### config.mk
export PLATFORM = sky130hd
export DESIGN_NAME = regfile_sb
export DESIGN_NICKNAME = d
export VERILOG_FILES = /design/src/rtl/regfile_sb.sv
export SDC_FILE = /design/constraint.sdc
export NUM_CORES = 2
export LEC_CHECK = 0
export CAP_MARGIN = 20
export CORE_MARGIN = 4
export CORE_UTILIZATION = 65
export CTS_BUF_LIST = sky130_fd_sc_hd__clkbuf_4 sky130_fd_sc_hd__clkbuf_8
export CTS_CLUSTER_DIAMETER = 60
export DETAILED_ROUTE_END_ITERATION = 6
export HOLD_SLACK_MARGIN = 0.1
export PLACE_DENSITY = 0.83
export SLEW_MARGIN = 20
export SYNTH_ARGS = -nofsm -noshare
export SYNTH_HDL_FRONTEND = slang
export SYNTH_SLANG_ARGS = --single-unit
### constraint.sdc
create_clock -name clk -period 8.1 [get_ports clk]
set_clock_uncertainty 0.15 [all_clocks]
set_input_delay 1.62 -clock clk [delete_from_list [all_inputs] [get_ports clk]]
set_output_delay 1.62 -clock clk [all_outputs]
set_load 0.02 [all_outputs]
### src/rtl/regfile_sb.sv
// regfile_sb: parametrised integer register file with a per-register busy scoreboard.
// Reads are combinational with writeback bypass; issue_ready stalls decode on RAW/WAW hazards.
module regfile_sb #(
  parameter int unsigned     XLEN   = 32,
  parameter int unsigned     NREG   = 32,
  parameter int unsigned     NRD    = 2,
  parameter int unsigned     SP_IDX = 2,
  parameter logic [XLEN-1:0] SP_RST = XLEN'(128),
  localparam int unsigned    AW     = $clog2(NREG)
) (
  input  logic                clk,
  input  logic                rst,
  input  logic [NRD*AW-1:0]   raddr,
  output logic [NRD*XLEN-1:0] rdata,
  output logic [NRD-1:0]      rhazard,
  input  logic                we,
  input  logic [AW-1:0]       waddr,
  input  logic [XLEN-1:0]     wdata,
  input  logic                issue_valid,
  input  logic [AW-1:0]       issue_rd,
  output logic                issue_ready,
  output logic [AW:0]         busy_cnt,
  output logic                wb_err
);

  logic [XLEN-1:0] regs [NREG];
  logic [NREG-1:0] busy;
  logic [NREG-1:0] busy_nxt;
  logic [AW:0]     cnt_nxt;
  logic [AW-1:0]   ra;
  logic            byp;
  logic            waw;
  logic            fire;
  logic            wr;
  logic            claim;

  // Read ports: x0 reads zero, a same-cycle writeback bypasses the array and clears the hazard.
  always_comb begin
    rdata   = '0;
    rhazard = '0;
    ra      = '0;
    byp     = 1'b0;
    for (int unsigned i = 0; i < NRD; i++) begin
      ra  = raddr[i*AW +: AW];
      byp = we && (waddr == ra);
      if (ra != '0) begin
        rdata[i*XLEN +: XLEN] = byp ? wdata : regs[ra];
        rhazard[i]            = busy[ra] && !byp;
      end
    end
  end

  always_comb begin
    waw         = (issue_rd != '0) && busy[issue_rd] && !(we && (waddr == issue_rd));
    issue_ready = (rhazard == '0) && !waw;
    fire        = issue_valid && issue_ready;
    wr          = we && (waddr != '0);
    claim       = fire && (issue_rd != '0);
  end

  // Release before claim so a same-register claim leaves the new producer marked busy.
  always_comb begin
    busy_nxt = busy;
    if (wr) busy_nxt[waddr] = 1'b0;
    if (claim) busy_nxt[issue_rd] = 1'b1;
    busy_nxt[0] = 1'b0;
    cnt_nxt = '0;
    for (int unsigned i = 0; i < NREG; i++) begin
      cnt_nxt = cnt_nxt + (AW+1)'(busy_nxt[i]);
    end
  end

  always_ff @(posedge clk or negedge rst) begin
    if (!rst) begin
      busy     <= '0;
      busy_cnt <= '0;
      wb_err   <= 1'b0;
    end else begin
      busy     <= busy_nxt;
      busy_cnt <= cnt_nxt;
      if (wr && !busy[waddr]) wb_err <= 1'b1;
    end
  end

  always_ff @(posedge clk or negedge rst) begin
    if (!rst) begin
      for (int unsigned i = 0; i < NREG; i++) begin
        regs[i] <= (i == SP_IDX) ? SP_RST : '0;
      end
    end else if (wr) begin
      regs[waddr] <= wdata;
    end
  end

endmodule

## After elaboration in Yosys (flattened, before gate mapping)

Cells that the tools add are included.

| cells by class | value |
|---|---|
| $add $sub $neg | 30 |
| multipliers | 0 |
| divide/modulo/power cells | 0 |
| order comparisons | 10 |
| equal/unequal tests | 3 |
| shift-type cells | 0 |
| muxes and demuxes | 29 |
| bitwise operators | 6 |
| reduce and logical (&&, ||, !) cells | 25 |

Operator list:

| cell | number |
|---|---|
| 1024-bit bitwise mux | 1 |
| 32-bit 2-to-1 mux | 11 |
| 32-bit binary-select mux with 5-bit select | 2 |
| 32-bit demux with 5-bit select | 1 |
| 6-bit by 1-bit adder with 6-bit output | 25 |
| 32-bit bitwise AND | 1 |
| 32-bit inverter | 1 |
| 32-bit OR | 1 |
| 5-bit by 6-bit < comparator with 1-bit output (second input constant) | 4 |
| 1-bit binary-select mux with 5-bit select | 4 |
| 5-bit nonzero test | 4 |
| 6-bit >= comparator (second input constant) | 3 |
| 5-bit inverter with 6-bit output | 3 |
| 5-bit == test | 3 |
| 1-bit logical AND | 15 |
| 1-bit demux with 5-bit select | 2 |
| 5-bit by 1-bit >= comparator with 1-bit output (second input constant) | 2 |
| 1-bit 2-to-1 mux | 8 |
| 5-bit by 1-bit adder with 6-bit output | 1 |
| 6-bit by 1-bit < comparator with 1-bit output (second input constant) | 1 |
| 4-bit by 1-bit adder with 5-bit output | 1 |
| 1-bit logical NOT | 5 |
| 3-bit by 1-bit adder with 4-bit output | 1 |
| 2-bit by 1-bit adder with 3-bit output | 1 |
| other kinds (2) | 2 |

| word-level totals | value |
|---|---|
| flip-flop bits (word level) | 1,062 |
| latch bits | 0 |
| memory bits (writable) | 0 |
| memory bits (read-only) | 0 |
| input port bits | 56 |
| output and inout bits | 74 |
| word-level logic and storage cells | 138 |
| memories kept | 0 |

## Logic depth before layout (Yosys ltp)

| depth | value |
|---|---|
| word-level depth | 40 |
| mapped depth | 26 |
| depth with buffers taken out | 22 |

## Least setup slack after synthesis

OpenSTA, ideal clock, no wires.

| timing path | value |
|---|---|
| path type | input -> register |
| from | in raddr[0] |
| to | reg busy_cnt[4] |
| setup time | 0.080 ns |
| arrival time | 7.889 ns |
| data required time | 7.870 ns |
| path slack | -0.019 ns |
| stages on the path | 24 |
| buffers on the path | 3 |
| path through | buf_4 > buf_4 > a211o_1 > a21o_1 > a2111oi_4 > nor4_4 > buf_6 > a22oi_1 > fa_1 > fa_1 > inv_1 > fa_1 > fa_1 > inv_1 > fa_1 > inv_1 > fa_1 > inv_1 > fa_1 > inv_1 > fa_1 > a21o_1 > a21oi_1 > xnor2_1 |

| on the way | value |
|---|---|
| longest elaborated chain between the ends | 40 |
| elaborated cells between the ends (all ways) | 43 |
| those cells by class | add/sub: 30; eq/ne: 1; mux: 4; reduce/logical: 8 |

Ends and longest elaborated chain:

| item | line | text |
|---|---|---|
| start: declaration | 13 | `input logic [NRD*AW-1:0] raddr,` |
| branches (longest 4 deep; another with 1-bit binary-select mux with 5-bit select) | n/a |  |
| 1-bit 2-to-1 mux * | 46 | `if (ra != '0) begin` |
| named net rhazard[0] | 15 | `output logic [NRD-1:0] rhazard,` |
| 2-bit logical NOT * | 55 | `issue_ready = (rhazard == '0) && !waw;` |
| 1-bit logical AND * | 55 |  |
| 1-bit logical AND * | 56 | `fire = issue_valid && issue_ready;` |
| 1-bit logical AND * | 58 | `claim = fire && (issue_rd != '0);` |
| 32-bit 2-to-1 mux * | 65 | `if (claim) busy_nxt[issue_rd] = 1'b1;` |
| 1-bit by 1-bit adder with 2-bit output | 69 | `cnt_nxt = cnt_nxt + (AW+1)'(busy_nxt[i]);` |
| 2-bit by 1-bit adder with 3-bit output | 69 |  |
| 3-bit by 1-bit adder with 4-bit output | 69 |  |
| 4-bit by 1-bit adder with 5-bit output | 69 |  |
| 5-bit by 1-bit adder with 6-bit output | 69 |  |
| 6-bit by 1-bit adder with 6-bit output (24 in series) | 69 |  |
| 6-bit by 1-bit adder with 6-bit output * | 69 |  |
| named net cnt_nxt[4] | 29 | `logic [AW:0] cnt_nxt;` |
| end signal: assignment | 80 | `busy_cnt <= cnt_nxt;` |
| end: declaration | 22 | `output logic [AW:0] busy_cnt,` |

Mark *: on every way through the listed nets, which the timed path passes. The select of a mux whose other input is x is not followed.
A chain may end at the register's enable or synchronous reset.

## Worst setup path after layout

| timing path | value |
|---|---|
| from | in raddr[0] |
| to | out rdata[26] |

| on the way | value |
|---|---|
| longest elaborated chain between the ends | 6 |
| elaborated cells between the ends (all ways) | 9 |
| those cells by class | eq/ne: 1; mux: 5; bitwise: 1; reduce/logical: 2 |

Ends and longest elaborated chain:

| item | line | text |
|---|---|---|
| 5-bit inverter with 6-bit output (implied by the code) | 47 | `rdata[i*XLEN +: XLEN] = byp ? wdata : regs[ra];` |
| 32-bit binary-select mux with 5-bit select | 47 |  |
| 32-bit 2-to-1 mux (implied by the code) (2 in series) | 47 |  |
| 32-bit 2-to-1 mux | 47 |  |
| 32-bit 2-to-1 mux * | 46 |  |
| end: declaration | 14 | `output logic [NRD*XLEN-1:0] rdata,` |

Every way passes the cells marked *; elsewhere a longest branch is shown, timed or not. The select of a mux whose other input is x is not followed.

==> run summary <==
Clock Tree Buf Depth: 3
Synth warn: 0
Synth Register Bits: 1062
Finished Layout Cells: 5133
Largest net degree at the start of global routing: 193
Drt total wl: 165700 um
CTS Sinks: 1062
Final hold vios: 0
Dpl hpwl: 87650 um
Synth area leaders: dfrtp_1 46%, mux4_2 24%, mux2_2 16%
Post-synth top area cell: dfrtp_1
Critical path arrival: 5980 ps
Power, Total: 16.74 mW
Fin. max-slew vios: 0
Main synth FF type: dfrtp_1
Hold Crit Start: regs[993]
Layout cells sized above 1: 49.75%
Post-route DRC: 0
Compound-Gate Fraction of Synth Area: 2.406%
WHS Endpoint: regs[993]
First-pass detailed-route iteration total: 6
CTS tree: yes
Site Rows: 109
Die height: 307.4 um
Placed cell count: 4815
Reg2reg start: busy[12]
Fillcell total: 5410
Final period util: 95.62%
Crit path max fanout: 101
Die width: 307.4 um
P&R area growth vs syn: 10.80%
Remaining antenna violation count after routing: 0
Drt first-iter violations: 4464
Yosys cell types: 60
CP dominant cell by count: buf_4
Status: finished clean
Slew @ Worst Pin: 1125 ps
Top-area cell type share of the netlist area: 45.58%
Total core area: 88650 um^2
RR Endpoint: busy_cnt[4]
Worst-path clk slew: 50 ps
Setup TNS: 0 ps
CP Launch Type: input pin
Initial Util: 65.71%
Maximum VDD drop: 0.2807 mV
Routed len/inst: 32.28 um
Worst Hold Class: reg2reg
Async S/R FF share, synth: 100.0%
First-pass GRT wire length: 250300 um
Post-synthesis simple-gate area fraction: 2.713%
Crit. End Element: output pin
Crit-path max cell delay: 610 ps
Via density: 7.311
R2R cell count: 23
Initial antenna violation count: 7
WP data required: 6330 ps
GRT Util Overall: 35.99%
Cell area after synthesis: 58250 um^2
Mapped Cells: 3803
Post-synthesis mux area share: 44.71%
Peak Freq: 129.1 MHz
GRT overflow: 0
Worst path cell trace: buf_8, buf_4, buf_4, buf_4, buf_12, mux4_2, mux4_2, mux2i_1, o21ai_1, clkdlybuf4s50_1
Placer Congestion: 0.9495
Via count: 37530
Most frequent cell after synthesis: dfrtp_1
P_leak: 28.01 nW
Final nets: 3915
Vias in the first global route: 39250
Max-cap check violation count: 0
IO Pins: 130
Final min period: 7745 ps
Worst-Skew Late Latency: 870 ps
Port buffer count: 129
Setup repair after global routing missed its margin: no
Seq/Total Area, Yosys: 45.63%
TritonCTS Buffers: 175
Worst Path Class, Setup: in2out
Post-Synth Adder-Cell Area: 0.9408%
Xor/xnor share of the synthesized area: 0.2707%
P per Cell Area: 259.4 nW/um^2
Htree depth: 4
Most instantiated cells after synthesis: 1061 x dfrtp_1, 817 x mux2_2, 626 x mux4_2, 310 x clkbuf_1, 178 x mux2_1
R2R Setup Slk: 1190 ps
Setup violations, final: 0
Post-synth EDFFs: 0
Hold path cells: 0
Die footprint: 94470 um^2
Root Driver: clkbuf_8
Main combinational cell family by area after synthesis: multiplexers
Crit-path slowest cell: buf_4
Syn_area_per_cell: 15.32 um^2
Worst relative slew slack: 24.74%
Post-Synthesis Net Count: 3889
[worst max-delay path by stage]
stage / start / endpoint / slack, ps / depth (start not counted)
floorplan: raddr[0] / busy_cnt[4] / 3 / 24
global placement: issue_rd[0] / busy_cnt[4] / -480 / 24
detailed placement: issue_rd[0] / busy_cnt[4] / -620 / 24
CTS: issue_rd[0] / busy_cnt[4] / 270 / 24
global route: raddr[0] / rdata[26] / 50 / 10
finish: raddr[0] / rdata[26] / 350 / 10
[power by group]
part | switching [mW] | total (mW) | internal [mW]
clock | 2.21 | 5.04 | 2.83
sequential | 0.813 | 7.17 | 6.35
combinational | 1.92 | 4.54 | 2.62
total | 4.94 | 16.7 | 11.8
[per-stage QoR]
stage / hold slack [ps] / utilization (%) / worst slack [ps] / instance area (um^2)
floorplan: 291.3 / - / 3.107 / 58250
global placement: 226.3 / 68.50 / -483.0 / 60730
detailed placement: 233.6 / 68.50 / -619.7 / 60730
CTS: 246.9 / 72.75 / 274.8 / 64490
global route: 257.1 / 72.80 / 46.18 / 64530
finish: 240.5 / 72.80 / 354.7 / 64540
[cells by family after synthesis]
logic type / Yosys count
flops: 1062
compound gates: 201
mux: 1695
fa+ha+maj: 30
simple gates: 327
buf+inv: 470
xor+xnor: 18
[metal layers]
| metal | global-route usage, % | routed length [um] | vias up |
|---|---|---|---|
| li1 | - | - | 14730 |
| met1 | 50.85 | 62740 | 19920 |
| met2 | 53.01 | 74500 | 2339 |
| met3 | 10.06 | 19520 | 527 |
| met4 | 16.91 | 8920 | 2 |
| met5 | 0 | 15 | - |
[worst max-delay path: cells and delay by family]
| family | cells | cell delay [ps] |
|---|---|---|
| AOI/OAI and AO/OA | 1 | 110 |
| buffers and inverters | 6 | 2600 |
| muxes | 3 | 1420 |
[registers in the layout, indices dropped and copies added, names as in the netlist]
name and count:
busy 31, busy_cnt 6, regs 1024, wb_err 1
[final cells by class]
cell class	instances	area, um^2	area share (%)
clock buffer	284	3471	5.378
sequential	1062	26580	41.18
multi-input combinational	2271	29990	46.46
antenna	4	10.01	0.01551
tap	1165	1458	2.259
timing repair buffer	279	2594	4.019
clock inverter	28	290.3	0.4498
inverter	40	153.9	0.2385
[what timing repair did]
| action | 4_1_cts | 5_1_grt |
|---|---|---|
| setup endpoints to repair | 0 | 1 |
| hold buffers | 0 | 0 |
| resized for setup | 0 | 1 |
| setup buffers | 0 | 0 |
[cells in the final DEF (no fill, tap or decap), drive strengths merged, types with 15 or more instances in the layout]
cell type / n
mux4: 626
a22oi: 21
a221oi: 15
o21ai: 71
buf: 163
nand3: 42
mux2: 995
fa: 23
nor2: 62
mux2i: 74
nand2: 142
clkdlybuf4s50: 115
nand2b: 19
a22o: 34
dfrtp: 1061
a21oi: 24
clkbuf: 284
inv: 44
No activity file was read; power rests on OpenSTA's default activity.
